$ cat src/rtl/latch_id_ex_if.sv
`default_nettype none
// +--------------------------------------------------------------------+
// | latch_id_ex_if : ID/EX bus (stage controls, decode in, EX out)      |
// | Rev 1.0                                                             |
// +--------------------------------------------------------------------+
interface latch_id_ex_if #(
  parameter int NB_DATA  = 32,
  parameter int NB_ADDR  = 5,
  parameter int NB_FUNCT = 6
);
  logic                i_step, i_flush;
  logic                i_reg_dst_rd, i_jump, i_jal, i_branch, i_new_branch;
  logic                i_mem_read, i_mem_to_reg, i_mem_write, i_alu_src, i_reg_write;
  logic                i_zero_extend, i_lui, i_jalR, i_halt;
  logic [1:0]          i_alu_op, i_extension_mode, i_size_filter, i_size_filterL;
  logic [NB_DATA-1:0]  i_pc4, i_pc8, i_data_ra, i_data_rb, i_extension;
  logic [NB_ADDR-1:0]  i_rs, i_rt, i_rd;
  logic [NB_FUNCT-1:0] i_funct;

  logic                o_reg_dst_rd, o_jump, o_jal, o_branch, o_new_branch;
  logic                o_mem_read, o_mem_to_reg, o_mem_write, o_alu_src, o_reg_write;
  logic                o_zero_extend, o_lui, o_jalR, o_halt;
  logic [1:0]          o_alu_op, o_extension_mode, o_size_filter, o_size_filterL;
  logic [NB_DATA-1:0]  o_pc4, o_pc8, o_data_ra, o_data_rb, o_extension;
  logic [NB_ADDR-1:0]  o_rs, o_rt, o_rd;
  logic [NB_FUNCT-1:0] o_funct;
  logic                o_valid, o_halt_seen;

  modport master (
    output i_step, i_flush,
    output i_reg_dst_rd, i_jump, i_jal, i_branch, i_new_branch,
    output i_mem_read, i_mem_to_reg, i_mem_write, i_alu_src, i_reg_write,
    output i_zero_extend, i_lui, i_jalR, i_halt,
    output i_alu_op, i_extension_mode, i_size_filter, i_size_filterL,
    output i_pc4, i_pc8, i_data_ra, i_data_rb, i_extension, i_rs, i_rt, i_rd, i_funct,
    input  o_reg_dst_rd, o_jump, o_jal, o_branch, o_new_branch,
    input  o_mem_read, o_mem_to_reg, o_mem_write, o_alu_src, o_reg_write,
    input  o_zero_extend, o_lui, o_jalR, o_halt,
    input  o_alu_op, o_extension_mode, o_size_filter, o_size_filterL,
    input  o_pc4, o_pc8, o_data_ra, o_data_rb, o_extension, o_rs, o_rt, o_rd, o_funct,
    input  o_valid, o_halt_seen
  );

  modport slave (
    input  i_step, i_flush,
    input  i_reg_dst_rd, i_jump, i_jal, i_branch, i_new_branch,
    input  i_mem_read, i_mem_to_reg, i_mem_write, i_alu_src, i_reg_write,
    input  i_zero_extend, i_lui, i_jalR, i_halt,
    input  i_alu_op, i_extension_mode, i_size_filter, i_size_filterL,
    input  i_pc4, i_pc8, i_data_ra, i_data_rb, i_extension, i_rs, i_rt, i_rd, i_funct,
    output o_reg_dst_rd, o_jump, o_jal, o_branch, o_new_branch,
    output o_mem_read, o_mem_to_reg, o_mem_write, o_alu_src, o_reg_write,
    output o_zero_extend, o_lui, o_jalR, o_halt,
    output o_alu_op, o_extension_mode, o_size_filter, o_size_filterL,
    output o_pc4, o_pc8, o_data_ra, o_data_rb, o_extension, o_rs, o_rt, o_rd, o_funct,
    output o_valid, o_halt_seen
  );
endinterface
`default_nettype wire

$ cat src/rtl/latch_id_ex.sv
`default_nettype none
// +--------------------------------------------------------------------+
// | latch_id_ex : ID/EX pipeline register with hold, flush, halt flag   |
// | Rev 1.0                                                             |
// +--------------------------------------------------------------------+
module latch_id_ex #(
  parameter int NB_DATA  = 32,
  parameter int NB_ADDR  = 5,
  parameter int NB_FUNCT = 6
) (
  input  logic          i_clk,
  input  logic          i_reset,
  latch_id_ex_if.slave  bus
);
  localparam int C_NB_CTRL = 22;
  localparam int C_NB_DBUS = 5*NB_DATA + 3*NB_ADDR + NB_FUNCT;

  logic [C_NB_CTRL-1:0] w_ctrl, r_ctrl;
  logic [C_NB_DBUS-1:0] w_data, r_data;
  logic                 w_live;
  logic                 r_valid, r_halt_seen;

  assign w_ctrl = {bus.i_reg_dst_rd, bus.i_jump, bus.i_jal, bus.i_branch, bus.i_new_branch,
                   bus.i_mem_read, bus.i_mem_to_reg, bus.i_mem_write, bus.i_alu_src,
                   bus.i_reg_write, bus.i_zero_extend, bus.i_lui, bus.i_jalR, bus.i_halt,
                   bus.i_alu_op, bus.i_extension_mode, bus.i_size_filter, bus.i_size_filterL};

  assign w_data = {bus.i_pc4, bus.i_pc8, bus.i_data_ra, bus.i_data_rb, bus.i_extension,
                   bus.i_rs, bus.i_rt, bus.i_rd, bus.i_funct};

  // Only controls with an architectural side effect mark the slot as a real instruction.
  assign w_live = bus.i_reg_write | bus.i_mem_write | bus.i_branch | bus.i_new_branch |
                  bus.i_jump | bus.i_jal | bus.i_jalR | bus.i_halt;

  always_ff @(posedge i_clk or negedge i_reset) begin
    if (!i_reset) begin
      r_ctrl      <= '0;
      r_data      <= '0;
      r_valid     <= 1'b0;
      r_halt_seen <= 1'b0;
    end else if (bus.i_step) begin
      if (bus.i_flush) begin
        r_ctrl  <= '0;
        r_data  <= '0;
        r_valid <= 1'b0;
      end else begin
        r_ctrl      <= w_ctrl;
        r_data      <= w_data;
        r_valid     <= w_live;
        r_halt_seen <= r_halt_seen | bus.i_halt;
      end
    end
  end

  assign {bus.o_reg_dst_rd, bus.o_jump, bus.o_jal, bus.o_branch, bus.o_new_branch,
          bus.o_mem_read, bus.o_mem_to_reg, bus.o_mem_write, bus.o_alu_src,
          bus.o_reg_write, bus.o_zero_extend, bus.o_lui, bus.o_jalR, bus.o_halt,
          bus.o_alu_op, bus.o_extension_mode, bus.o_size_filter, bus.o_size_filterL} = r_ctrl;

  assign {bus.o_pc4, bus.o_pc8, bus.o_data_ra, bus.o_data_rb, bus.o_extension,
          bus.o_rs, bus.o_rt, bus.o_rd, bus.o_funct} = r_data;

  assign bus.o_valid     = r_valid;
  assign bus.o_halt_seen = r_halt_seen;
endmodule
`default_nettype wire
$ cat src/flat_wrapper.sv
// flat-port wrapper written by rule: the top's interface ports become plain ports
module latch_id_ex_flat 
#(
  parameter int NB_DATA  = 32,
  parameter int NB_ADDR  = 5,
  parameter int NB_FUNCT = 6
)
  (i_clk, i_reset, bus_i_step, bus_i_flush, bus_i_reg_dst_rd, bus_i_jump, bus_i_jal, bus_i_branch, bus_i_new_branch, bus_i_mem_read, bus_i_mem_to_reg, bus_i_mem_write, bus_i_alu_src, bus_i_reg_write, bus_i_zero_extend, bus_i_lui, bus_i_jalR, bus_i_halt, bus_i_alu_op, bus_i_extension_mode, bus_i_size_filter, bus_i_size_filterL, bus_i_pc4, bus_i_pc8, bus_i_data_ra, bus_i_data_rb, bus_i_extension, bus_i_rs, bus_i_rt, bus_i_rd, bus_i_funct, bus_o_reg_dst_rd, bus_o_jump, bus_o_jal, bus_o_branch, bus_o_new_branch, bus_o_mem_read, bus_o_mem_to_reg, bus_o_mem_write, bus_o_alu_src, bus_o_reg_write, bus_o_zero_extend, bus_o_lui, bus_o_jalR, bus_o_halt, bus_o_alu_op, bus_o_extension_mode, bus_o_size_filter, bus_o_size_filterL, bus_o_pc4, bus_o_pc8, bus_o_data_ra, bus_o_data_rb, bus_o_extension, bus_o_rs, bus_o_rt, bus_o_rd, bus_o_funct, bus_o_valid, bus_o_halt_seen);
  latch_id_ex_if #(.NB_DATA(NB_DATA), .NB_ADDR(NB_ADDR), .NB_FUNCT(NB_FUNCT)) bus_i ();
  input  logic i_clk;
  input  logic i_reset;
  input wire logic [$bits(bus_i.i_step)-1:0] bus_i_step;
  input wire logic [$bits(bus_i.i_flush)-1:0] bus_i_flush;
  input wire logic [$bits(bus_i.i_reg_dst_rd)-1:0] bus_i_reg_dst_rd;
  input wire logic [$bits(bus_i.i_jump)-1:0] bus_i_jump;
  input wire logic [$bits(bus_i.i_jal)-1:0] bus_i_jal;
  input wire logic [$bits(bus_i.i_branch)-1:0] bus_i_branch;
  input wire logic [$bits(bus_i.i_new_branch)-1:0] bus_i_new_branch;
  input wire logic [$bits(bus_i.i_mem_read)-1:0] bus_i_mem_read;
  input wire logic [$bits(bus_i.i_mem_to_reg)-1:0] bus_i_mem_to_reg;
  input wire logic [$bits(bus_i.i_mem_write)-1:0] bus_i_mem_write;
  input wire logic [$bits(bus_i.i_alu_src)-1:0] bus_i_alu_src;
  input wire logic [$bits(bus_i.i_reg_write)-1:0] bus_i_reg_write;
  input wire logic [$bits(bus_i.i_zero_extend)-1:0] bus_i_zero_extend;
  input wire logic [$bits(bus_i.i_lui)-1:0] bus_i_lui;
  input wire logic [$bits(bus_i.i_jalR)-1:0] bus_i_jalR;
  input wire logic [$bits(bus_i.i_halt)-1:0] bus_i_halt;
  input wire logic [$bits(bus_i.i_alu_op)-1:0] bus_i_alu_op;
  input wire logic [$bits(bus_i.i_extension_mode)-1:0] bus_i_extension_mode;
  input wire logic [$bits(bus_i.i_size_filter)-1:0] bus_i_size_filter;
  input wire logic [$bits(bus_i.i_size_filterL)-1:0] bus_i_size_filterL;
  input wire logic [$bits(bus_i.i_pc4)-1:0] bus_i_pc4;
  input wire logic [$bits(bus_i.i_pc8)-1:0] bus_i_pc8;
  input wire logic [$bits(bus_i.i_data_ra)-1:0] bus_i_data_ra;
  input wire logic [$bits(bus_i.i_data_rb)-1:0] bus_i_data_rb;
  input wire logic [$bits(bus_i.i_extension)-1:0] bus_i_extension;
  input wire logic [$bits(bus_i.i_rs)-1:0] bus_i_rs;
  input wire logic [$bits(bus_i.i_rt)-1:0] bus_i_rt;
  input wire logic [$bits(bus_i.i_rd)-1:0] bus_i_rd;
  input wire logic [$bits(bus_i.i_funct)-1:0] bus_i_funct;
  output wire logic [$bits(bus_i.o_reg_dst_rd)-1:0] bus_o_reg_dst_rd;
  output wire logic [$bits(bus_i.o_jump)-1:0] bus_o_jump;
  output wire logic [$bits(bus_i.o_jal)-1:0] bus_o_jal;
  output wire logic [$bits(bus_i.o_branch)-1:0] bus_o_branch;
  output wire logic [$bits(bus_i.o_new_branch)-1:0] bus_o_new_branch;
  output wire logic [$bits(bus_i.o_mem_read)-1:0] bus_o_mem_read;
  output wire logic [$bits(bus_i.o_mem_to_reg)-1:0] bus_o_mem_to_reg;
  output wire logic [$bits(bus_i.o_mem_write)-1:0] bus_o_mem_write;
  output wire logic [$bits(bus_i.o_alu_src)-1:0] bus_o_alu_src;
  output wire logic [$bits(bus_i.o_reg_write)-1:0] bus_o_reg_write;
  output wire logic [$bits(bus_i.o_zero_extend)-1:0] bus_o_zero_extend;
  output wire logic [$bits(bus_i.o_lui)-1:0] bus_o_lui;
  output wire logic [$bits(bus_i.o_jalR)-1:0] bus_o_jalR;
  output wire logic [$bits(bus_i.o_halt)-1:0] bus_o_halt;
  output wire logic [$bits(bus_i.o_alu_op)-1:0] bus_o_alu_op;
  output wire logic [$bits(bus_i.o_extension_mode)-1:0] bus_o_extension_mode;
  output wire logic [$bits(bus_i.o_size_filter)-1:0] bus_o_size_filter;
  output wire logic [$bits(bus_i.o_size_filterL)-1:0] bus_o_size_filterL;
  output wire logic [$bits(bus_i.o_pc4)-1:0] bus_o_pc4;
  output wire logic [$bits(bus_i.o_pc8)-1:0] bus_o_pc8;
  output wire logic [$bits(bus_i.o_data_ra)-1:0] bus_o_data_ra;
  output wire logic [$bits(bus_i.o_data_rb)-1:0] bus_o_data_rb;
  output wire logic [$bits(bus_i.o_extension)-1:0] bus_o_extension;
  output wire logic [$bits(bus_i.o_rs)-1:0] bus_o_rs;
  output wire logic [$bits(bus_i.o_rt)-1:0] bus_o_rt;
  output wire logic [$bits(bus_i.o_rd)-1:0] bus_o_rd;
  output wire logic [$bits(bus_i.o_funct)-1:0] bus_o_funct;
  output wire logic [$bits(bus_i.o_valid)-1:0] bus_o_valid;
  output wire logic [$bits(bus_i.o_halt_seen)-1:0] bus_o_halt_seen;
  assign bus_i.i_step = bus_i_step;
  assign bus_i.i_flush = bus_i_flush;
  assign bus_i.i_reg_dst_rd = bus_i_reg_dst_rd;
  assign bus_i.i_jump = bus_i_jump;
  assign bus_i.i_jal = bus_i_jal;
  assign bus_i.i_branch = bus_i_branch;
  assign bus_i.i_new_branch = bus_i_new_branch;
  assign bus_i.i_mem_read = bus_i_mem_read;
  assign bus_i.i_mem_to_reg = bus_i_mem_to_reg;
  assign bus_i.i_mem_write = bus_i_mem_write;
  assign bus_i.i_alu_src = bus_i_alu_src;
  assign bus_i.i_reg_write = bus_i_reg_write;
  assign bus_i.i_zero_extend = bus_i_zero_extend;
  assign bus_i.i_lui = bus_i_lui;
  assign bus_i.i_jalR = bus_i_jalR;
  assign bus_i.i_halt = bus_i_halt;
  assign bus_i.i_alu_op = bus_i_alu_op;
  assign bus_i.i_extension_mode = bus_i_extension_mode;
  assign bus_i.i_size_filter = bus_i_size_filter;
  assign bus_i.i_size_filterL = bus_i_size_filterL;
  assign bus_i.i_pc4 = bus_i_pc4;
  assign bus_i.i_pc8 = bus_i_pc8;
  assign bus_i.i_data_ra = bus_i_data_ra;
  assign bus_i.i_data_rb = bus_i_data_rb;
  assign bus_i.i_extension = bus_i_extension;
  assign bus_i.i_rs = bus_i_rs;
  assign bus_i.i_rt = bus_i_rt;
  assign bus_i.i_rd = bus_i_rd;
  assign bus_i.i_funct = bus_i_funct;
  assign bus_o_reg_dst_rd = bus_i.o_reg_dst_rd;
  assign bus_o_jump = bus_i.o_jump;
  assign bus_o_jal = bus_i.o_jal;
  assign bus_o_branch = bus_i.o_branch;
  assign bus_o_new_branch = bus_i.o_new_branch;
  assign bus_o_mem_read = bus_i.o_mem_read;
  assign bus_o_mem_to_reg = bus_i.o_mem_to_reg;
  assign bus_o_mem_write = bus_i.o_mem_write;
  assign bus_o_alu_src = bus_i.o_alu_src;
  assign bus_o_reg_write = bus_i.o_reg_write;
  assign bus_o_zero_extend = bus_i.o_zero_extend;
  assign bus_o_lui = bus_i.o_lui;
  assign bus_o_jalR = bus_i.o_jalR;
  assign bus_o_halt = bus_i.o_halt;
  assign bus_o_alu_op = bus_i.o_alu_op;
  assign bus_o_extension_mode = bus_i.o_extension_mode;
  assign bus_o_size_filter = bus_i.o_size_filter;
  assign bus_o_size_filterL = bus_i.o_size_filterL;
  assign bus_o_pc4 = bus_i.o_pc4;
  assign bus_o_pc8 = bus_i.o_pc8;
  assign bus_o_data_ra = bus_i.o_data_ra;
  assign bus_o_data_rb = bus_i.o_data_rb;
  assign bus_o_extension = bus_i.o_extension;
  assign bus_o_rs = bus_i.o_rs;
  assign bus_o_rt = bus_i.o_rt;
  assign bus_o_rd = bus_i.o_rd;
  assign bus_o_funct = bus_i.o_funct;
  assign bus_o_valid = bus_i.o_valid;
  assign bus_o_halt_seen = bus_i.o_halt_seen;
  latch_id_ex #(.NB_DATA(NB_DATA), .NB_ADDR(NB_ADDR), .NB_FUNCT(NB_FUNCT)) u_core (.i_clk(i_clk), .i_reset(i_reset), .bus(bus_i));
endmodule
$ cat config.mk
export PLATFORM = sky130hd
export DESIGN_NAME = latch_id_ex_flat
export DESIGN_NICKNAME = d
export VERILOG_FILES = /design/src/rtl/latch_id_ex_if.sv /design/src/rtl/latch_id_ex.sv /design/src/flat_wrapper.sv
export SDC_FILE = /design/constraint.sdc
export NUM_CORES = 1
export LEC_CHECK = 0
export ABC_AREA = 1
export BUFFER_PORTS_ARGS = -buffer_cell sky130_fd_sc_hd__buf_4
export CORE_AREA = 5 5 158 160
export CTS_BUF_LIST = sky130_fd_sc_hd__clkbuf_8
export CTS_CLUSTER_DIAMETER = 80
export CTS_CLUSTER_SIZE = 24
export DETAILED_ROUTE_END_ITERATION = 10
export DIE_AREA = 0 0 163 165
export PLACE_DENSITY = 0.64
export SYNTH_ARGS = -nofsm -noshare
export SYNTH_HDL_FRONTEND = slang
export SYNTH_SLANG_ARGS = --single-unit
$ cat constraint.sdc
create_clock -name i_clk -period 0.8 [get_ports i_clk]
set_input_delay 0.08 -clock i_clk [delete_from_list [all_inputs] [get_ports i_clk]]
set_output_delay 0.08 -clock i_clk [all_outputs]
set_load 0.01 [all_outputs]
==> run summary <==
outcome = complete, but fails checks
violated checks = setup timing
final hold viol count = 0
die height = 165 µm
Setup Skew = 0 ns
vias = 7,355
met2 WL = 16,400 µm
clk slew on worst S/H paths = 0.14 ns
flops & latches, synth = 205
Layout Utilization = 65.3%
die area = 26,900 µm²
final setup fails = 320
Fmax = 840 MHz
largest net degree at the start of global routing = 35
WS Path Type = reg -> out
RSZ-0062 raised after global routing = yes
critical path's slowest cell = dfrtp_1
clock share of power = 21.4%
Worst Tran Pin Value = 0.333 ns
routed length on met1 = 11,700 µm
worst-path cell chain = buf_6
Hold Path Depth = 5
top sig layer = met4
# nets final = 1,425
Req. time, crit path = 0.72 ns
Seq. cell area = 5130 µm²
Synth-to-Final Area Change = 110%
relative slew slack = 77.8%
most frequent cells in the layout = buf_4 (294), buf_6 (263), dlygate4sd3_1 (204), dfrtp_1 (204), a22o_1 (202)
I/O Buffers = 411
CTS max path bufs = 3
initial antenna violation count = 2
Leak = 7.65 nW
Placed Cells incl. Taps = 1,202
Routed wire per std cell = 20.4 µm
clock root cell = clkbuf_8
final period utilization = 149%
clock latency on the worst-skew pair = 0.50 ns
Yosys warning count = 0
post-route ant nets = 0
CTS tree = built
Worst Path Arrival = 1.11 ns
Tot Pwr = 23.4 mW
area leader, netlist = dfrtp_1
first-pass GRT wire length = 45,600 µm
synthesized cell area = 7240 µm²
half-perimeter wire length after placement = 18,500 µm
share of cells above drive strength 1 = 48.9%
Flop pwr share = 50.6%
initial core utilization = 31.1%
routed wl met3 = 2270 µm
CTS sink count = 205
Distinct cells, synth = 13
FF-to-FF path depth = 3
die width = 163 µm
DRT iter0 DRCs = 371
Mean Syn Cell Area = 15.5 µm²
most common cell after layout, fill and taps aside = buf_4
Worst setup EP type = output pin
Synth area leaders = dfrtp_1 (71%), a22o_1 (24%), buf_4 (1.8%), buf_2 (1.5%), nand2_1 (0.26%)
Crit. path cell count = 1
final cell count without fillers = 1,541
sw frac = 27.4%
crit start category = register
CTS HTree Levels = 1
vias per inst = 4.77
Hold Crit Class = in -> reg
Net Sw Power = 6.42 mW
CORE AREA = 23,300 µm²
Synth top area share = 70.9%
CP Max Fanout = 2
final-report max-slew violation count = 0
Top Family by Delay on Critical Path = flip-flops
number of global-route vias before repair = 8,093
Period minus WS final = 1.19 ns
Synth Instances = 467
CTS Buf Count = 13
total grt overflow = 0
Placer Congestion = 0.779
sequential area share after synthesis = 70.9%
Buf+Inv Stages, Crit Path = 1
gr usage total = 21.4%
post-synth net total = 674
row count = 56
fillcell total = 1,541
io pins = 412
power share of the combinational group = 28.0%
final worst setup slack = -0.391 ns
routed wire length = 31,400 µm
internal power = 17.0 mW
Max-cap violations = 0
DRT Pass-1 Iters = 4
delay of the slowest critical-path stage = 0.46 ns
# DRC = 0
VDD IR max = 1020 µV
Multi-input gate area = 1830 µm²
PwrDens = 1540 nW/µm²
==> layer usage <==
| layer | up-vias | GRT usage, % |
|---|---|---|
| li1 | 3278 | - |
| met1 | 3666 | 25.0 |
| met2 | 345 | 38.2 |
| met3 | 66 | 5.54 |
| met4 | 0 | 7.24 |
| met5 | - | 0 |
==> Yosys cell counts <==
master,count
dfrtp_1,205
a22o_1,202
buf_2,22
buf_4,17
nand2_1,5
buf_1,4
nor2_1,4
inv_2,2
o21ai_1,2
buf_6,1
inv_1,1
nor2_4,1
o21bai_1,1
==> kinds of logic (layout without fill, tap and decap cells) <==
group	Yosys count	count (layout)	synth area share [%]
flops	205	205	70.9
buf+inv	47	800	3.80
other cells	0	2	0
compound gates	205	205	24.7
simple gates	10	10	0.622
==> per-stage QoR <==
stage,setup slack (ns),TNS (ns),hold slack [ns],area (µm²)
after floorplan,0.0225,0,-0.216,7240
after global placement,-0.178,-26.26,0.0170,11100
after detailed placement,-0.204,-27.52,0.0182,11100
after CTS,-0.437,-78.75,0.00314,14600
after global routing,-0.445,-90.03,0.0245,15200
final,-0.391,-76.76,0.0408,15200
==> final cells by class <==
class	count	area share (%)
timing repair buffer	780	49.9
sequential	205	33.8
multi-input combinational	215	12.1
tap	319	2.63
clock buffer	13	1.18
clock inverter	4	0.280
inverter	3	0.107
antenna	2	0.0329
==> power by group through the flow <==
stage	registers [mW]	clock network (mW)	logic (mW)
after global placement	11.8	0	4.26
after global routing	12.0	5.55	6.93
final	11.9	5.02	6.55
after detailed placement	11.8	0	4.33
after CTS	11.8	5.21	6.05
after floorplan	12.2	0	1.06
==> what timing repair did <==
action,CTS,global route
pin swaps,68,66
hold endpoints to repair,410,0
hold buffers,204,0
buffers inserted,73,70
resized for setup,205,59
endpoints found under the setup margin,206,285
==> flip-flops by register name, summed over array words and instances (netlist names) <==
| register | count |
|---|---|
| u_core.r_data | 181 |
| u_core.bus.o_halt_seen | 1 |
| u_core.r_ctrl | 22 |
| u_core.bus.o_valid | 1 |
==> path summary, 6_finish.rpt <==
check / start / end / slack [ns]
max in group asynchronous: i_reset / u_core.r_data[6]$_DFFE_PN0P_ / 0.22
min in group asynchronous: i_reset / u_core.r_data[39]$_DFFE_PN0P_ / 0.05
worst max register to register: u_core.r_data[160]$_DFFE_PN0P_ / u_core.r_data[160]$_DFFE_PN0P_ / -0.21
worst max-delay path: u_core.r_data[143]$_DFFE_PN0P_ / bus_o_pc8[26] / -0.39
worst min-delay path: bus_i_step / u_core.r_ctrl[8]$_DFFE_PN0P_ / 0.04
worst min register to register: u_core.bus.o_valid$_DFFE_PN0P_ / u_core.bus.o_valid$_DFFE_PN0P_ / 0.53
Power figures use the tool's default switching activity.
